$ cat src/rtl/imu_cfg_rd_ctrl.sv
`default_nettype none
// +----------------------------------------------------------------------------+
// | imu_cfg_rd_ctrl -- IMU power-up/config writer and yaw-rate reader (SPI)     |
// | Rev 1.0                                                                    |
// +----------------------------------------------------------------------------+
module imu_cfg_rd_ctrl #(
  parameter int          PWRUP_W = 16,
  parameter logic [15:0] CFG0    = 16'h0D02,
  parameter logic [15:0] CFG1    = 16'h1053,
  parameter logic [15:0] CFG2    = 16'h1150,
  parameter logic [15:0] CFG3    = 16'h1460,
  parameter logic [15:0] RD_YL   = 16'hA600,
  parameter logic [15:0] RD_YH   = 16'hA700
) (
  input  logic        clk,
  input  logic        rst_n,
  input  logic        INT,
  input  logic        done,
  input  logic [15:0] rd_data,
  output logic        wrt,
  output logic [15:0] cmd,
  output logic [15:0] yaw_rt,
  output logic        vld,
  output logic        init_done
);

  typedef enum logic [2:0] {
    PWRUP  = 3'd0,
    CFG    = 3'd1,
    CWAIT  = 3'd2,
    IDLE   = 3'd3,
    RLWAIT = 3'd4,
    RHWAIT = 3'd5
  } state_t;

  state_t             state, state_nxt;
  logic [PWRUP_W-1:0] timer, timer_nxt;
  logic [1:0]         idx, idx_nxt;
  logic               blank, blank_nxt;
  logic [7:0]         yl, yl_nxt;
  logic               int_s1, int_s2, int_s3;
  logic               pending, pending_nxt;
  logic               rise, start_rd;
  logic               wrt_nxt, vld_nxt, init_nxt;
  logic [15:0]        cmd_nxt, yaw_nxt;
  logic               unused_rd_hi;

  assign unused_rd_hi = ^rd_data[15:8];

  function automatic logic [15:0] cfg_word(input logic [1:0] i);
    case (i)
      2'd0:    cfg_word = CFG0;
      2'd1:    cfg_word = CFG1;
      2'd2:    cfg_word = CFG2;
      default: cfg_word = CFG3;
    endcase
  endfunction

  assign rise = int_s2 & ~int_s3;

  // A rise coinciding with the start of a read must survive, so set wins
  assign pending_nxt = rise | (pending & ~start_rd);

  always_comb begin
    state_nxt = state;
    timer_nxt = timer;
    idx_nxt   = idx;
    blank_nxt = 1'b0;
    yl_nxt    = yl;
    wrt_nxt   = 1'b0;
    cmd_nxt   = cmd;
    yaw_nxt   = yaw_rt;
    vld_nxt   = 1'b0;
    init_nxt  = init_done;
    start_rd  = 1'b0;

    case (state)
      PWRUP: begin
        timer_nxt = timer + 1'b1;
        if (&timer) begin
          state_nxt = CFG;
          idx_nxt   = 2'd0;
          wrt_nxt   = 1'b1;
          cmd_nxt   = cfg_word(2'd0);
        end
      end

      CFG: begin
        state_nxt = CWAIT;
        blank_nxt = 1'b1;
      end

      // The first wait cycle may still see done from the previous transfer
      CWAIT: begin
        if (!blank && done) begin
          if (idx == 2'd3) begin
            init_nxt  = 1'b1;
            state_nxt = IDLE;
          end else begin
            idx_nxt   = idx + 2'd1;
            state_nxt = CFG;
            wrt_nxt   = 1'b1;
            cmd_nxt   = cfg_word(idx + 2'd1);
          end
        end
      end

      IDLE: begin
        if (pending) begin
          start_rd  = 1'b1;
          cmd_nxt   = RD_YL;
          wrt_nxt   = 1'b1;
          blank_nxt = 1'b1;
          state_nxt = RLWAIT;
        end
      end

      RLWAIT: begin
        if (!blank && done) begin
          yl_nxt    = rd_data[7:0];
          cmd_nxt   = RD_YH;
          wrt_nxt   = 1'b1;
          blank_nxt = 1'b1;
          state_nxt = RHWAIT;
        end
      end

      RHWAIT: begin
        if (!blank && done) begin
          yaw_nxt   = {rd_data[7:0], yl};
          vld_nxt   = 1'b1;
          state_nxt = IDLE;
        end
      end

      default: state_nxt = PWRUP;
    endcase
  end

  always_ff @(posedge clk or negedge rst_n) begin
    if (!rst_n) begin
      state     <= PWRUP;
      timer     <= '0;
      idx       <= 2'd0;
      blank     <= 1'b0;
      yl        <= 8'h00;
      int_s1    <= 1'b0;
      int_s2    <= 1'b0;
      int_s3    <= 1'b0;
      pending   <= 1'b0;
      wrt       <= 1'b0;
      cmd       <= 16'h0000;
      yaw_rt    <= 16'h0000;
      vld       <= 1'b0;
      init_done <= 1'b0;
    end else begin
      state     <= state_nxt;
      timer     <= timer_nxt;
      idx       <= idx_nxt;
      blank     <= blank_nxt;
      yl        <= yl_nxt;
      int_s1    <= INT;
      int_s2    <= int_s1;
      int_s3    <= int_s2;
      pending   <= pending_nxt;
      wrt       <= wrt_nxt;
      cmd       <= cmd_nxt;
      yaw_rt    <= yaw_nxt;
      vld       <= vld_nxt;
      init_done <= init_nxt;
    end
  end

endmodule
`default_nettype wire

$ cat config.mk
export PLATFORM = sky130hd
export DESIGN_NAME = imu_cfg_rd_ctrl
export DESIGN_NICKNAME = d
export VERILOG_FILES = /design/src/rtl/imu_cfg_rd_ctrl.sv
export SDC_FILE = /design/constraint.sdc
export NUM_CORES = 1
export LEC_CHECK = 0
export ABC_AREA = 1
export BUFFER_PORTS_ARGS = -buffer_cell sky130_fd_sc_hd__buf_4
export CAP_MARGIN = 20
export CORE_MARGIN = 3
export CORE_UTILIZATION = 57
export CTS_BUF_LIST = sky130_fd_sc_hd__clkbuf_4
export DETAILED_ROUTE_END_ITERATION = 6
export PLACE_DENSITY_LB_ADDON = 0.25
export SLEW_MARGIN = 0
export SYNTH_ARGS = -nofsm -noshare
export SYNTH_HDL_FRONTEND = slang
export SYNTH_SLANG_ARGS = --single-unit
$ cat constraint.sdc
create_clock -name clk -period 2 [get_ports clk]
set_input_delay 0.4 -clock clk [delete_from_list [all_inputs] [get_ports clk]]
set_output_delay 0.4 -clock clk [all_outputs]
set_load 0.01 [all_outputs]
==> results.ini <==
[power_and_ir_drop]
pwr_density_cell_mw_per_mm2 = 1360
leakage_uw = 0.00178
peakVddDrop_mv = 0.718

[sta]
finalClockSkew_ps = 9.05
slew_headroom_pct = 50.0
period_share_pct = 78.3
rsz0062_at_grt = no
setup_violations = 0
tns_ps = 0
final-hold-violation-count = 0
tightest_slew_ps = 751
max_freq_mhz = 639
fin_crit_ps = 1570
drv_slew = 0

[global_route]
grt_pass1_wl_mm = 8.91
antenna_found_initial = 0
grt_pass1_vias = 2056
overflow = 0
grt_max_degree = 63
grt.total_usage_pct = 18.4

[job]
maxCapViolCount = 0

[worst_setup_path]
r2r-start = timer[0]
crit_slowest_cell = dfrtp_1
startpoint_type = flip-flop
crit_arrival_ps = 1900
endpoint_kind = flip-flop
slowest_delay_ps = 420
required_ps = 2340
crit_family = simple AND/OR/NAND/NOR gates
crit_path_start = timer[0]
crit_type = reg -> reg
cp_num_buf_inv = 0
path_cells = ha_1 > nand3_1 > nor3_2 > nand3b_4 > nand2_4 > nand2_1 > nand2_1
rrSetupSlack_ps = 430
path_max_fanout = 12
crit_top_cell = nand2_1

[drt]
drtPass1Iterations = 4
wl_mm = 5.05
num_vias = 2071
avgViaCountPerCell = 4.78
first_iter_violations = 87
ant_nets = 0
route.detailed.drc = 0
wl_per_cell_um = 11.7

[cells_and_area]
layout.nets = 386
final_common_cell = nand2_1
drive_gt1_share_pct = 23.8
layout_common_cells = 88 x nand2_1, 62 x dfrtp_1, 43 x buf_4
fin_util_pct = 70.4
syn2layout_area_growth_pct = 16.2
n_antenna_cell = 0

[floorplan]
die_width_um = 77.8
coreArea_mm2 = 0.00485
dieArea_mm2 = 0.00605
die_h_um = 77.8
ios = 55
rows = 25
start_util_pct = 60.6

[logic_synthesis]
syn_area_per_cell_um2 = 9.33
syn_area_mm2 = 0.00294
synth-seq-area-share_pct = 52.8
ys_types = 35
yosys_warnings = 0
synth-seq-cells = 62
postSynthCellCount = 315

[clocking]
cts_max_level = 3
postCtsSetupRepairBufs = 0
hold_buffers = 0
tritoncts = built
path_clk_slew_ps = 100
clock_latency_ps = 400
clock_sinks = 62
cts-root-buf = clkbuf_4
cts_resized = 0
numCtsBuffers = 9
clockBufferDepth = 2

[place]
dp_hpwl_mm = 3.55
port_buffers = 42
place_congestion = 0.842

[hold_path]
hp-class = in -> async

[status]
status = complete, no violations

## sequential cells by signal, summed over array words and instances, names as in the netlist
name and flops:
timer 16, yaw_rt 16, cmd 9, yl 8, state 3, idx 2, blank 1, init_done 1
int_s1 1, int_s2 1, int_s3 1, pending 1, vld 1, wrt 1
## kinds of logic (layout without fill, tap and decap cells)
kind of cell | count (synthesis) | count (layout) | share of synthesized area, %
simple gates | 143 | 143 | 23.8
buf+inv | 54 | 102 | 8.65
other cells | 1 | 4 | 0.128
flops | 62 | 62 | 52.8
mux | 8 | 8 | 3.07
fa+ha+maj | 5 | 5 | 2.13
xor+xnor | 11 | 11 | 3.28
compound gates | 31 | 31 | 6.09
## synth_stat cells
| cell | count | area (um2) |
|---|---|---|
| nor2_8 | 1 | 20.0 |
| o21ai_2 | 1 | 8.76 |
| o21a_1 | 1 | 7.51 |
| nand4_1 | 4 | 25.0 |
| nor2_1 | 18 | 67.6 |
| buf_6 | 1 | 11.3 |
| xnor2_1 | 5 | 43.8 |
| nand3_1 | 16 | 80.1 |
| o21ai_4 | 1 | 16.3 |
| nand2_4 | 2 | 22.5 |
| buf_4 | 7 | 52.6 |
| nor3_4 | 2 | 32.5 |
| nand2_1 | 88 | 330 |
| nor3_2 | 1 | 10.0 |
| nor2_2 | 2 | 12.5 |
| conb_1 | 1 | 3.75 |
| inv_1 | 39 | 146 |
| nand3b_1 | 2 | 15.0 |
| nor3_1 | 1 | 5.00 |
| dfrtp_1 | 62 | 1550 |
| o21bai_1 | 2 | 15.0 |
| a21oi_1 | 2 | 10.0 |
| xor2_1 | 6 | 52.6 |
| mux2_2 | 8 | 90.1 |
| ha_1 | 5 | 62.6 |
| bufinv_8 | 1 | 17.5 |
| nor2_4 | 2 | 22.5 |
| nand3_4 | 1 | 17.5 |
| o22ai_1 | 1 | 6.26 |
| o21ai_1 | 1 | 5.00 |
| nand3_2 | 2 | 20.0 |
| o21ai_0 | 22 | 110 |
| nand3b_4 | 1 | 20.0 |
| buf_2 | 3 | 15.0 |
| inv_2 | 3 | 11.3 |
## worst paths after layout
check                           cells after the start        to
worst max-delay path                                7    cmd[0]
worst min-delay path                                1    cmd[5]
worst max register to register                      7    cmd[0]
worst min register to register                      0    int_s2
max in group asynchronous                           1  timer[7]
min in group clk                                    1    int_s1
## power breakdown
group	switching [uW]	internal, uW
Combinational	976	808
Clock	457	393
Sequential	311	1710
## cell type report
type / count / area [um2]
timing repair buffer: 43 / 323
fill: 381 / 1440
clock buffer: 10 / 75.1
clock inverter: 6 / 61.3
tap: 67 / 83.8
sequential: 62 / 1550
inverter: 43 / 175
multi-input combinational: 202 / 1140
## metrics by stage
stage	worst slack (ps)	area, um2	hold WS, ps	total power [uW]	std cells
after floorplan	611	2950	104	3170	318
after CTS	410	3410	83.1	4720	433
after global routing	240	3410	94.0	5020	433
after detailed placement	425	3280	337	3860	417
after global placement	467	3280	337	3770	417
final	435	3410	53.5	4660	433
## per-layer routing
| layer | vias to the layer above | wire length (um) | global-route usage [%] |
|---|---|---|---|
| met5 | - | 0 | 0 |
| met4 | 0 | 101 | 8.19 |
| met3 | 10 | 183 | 3.48 |
| met2 | 34 | 2480 | 31.1 |
| met1 | 956 | 2280 | 22.9 |
| li1 | 1071 | - | - |
(Power assumes the default switching activity.)
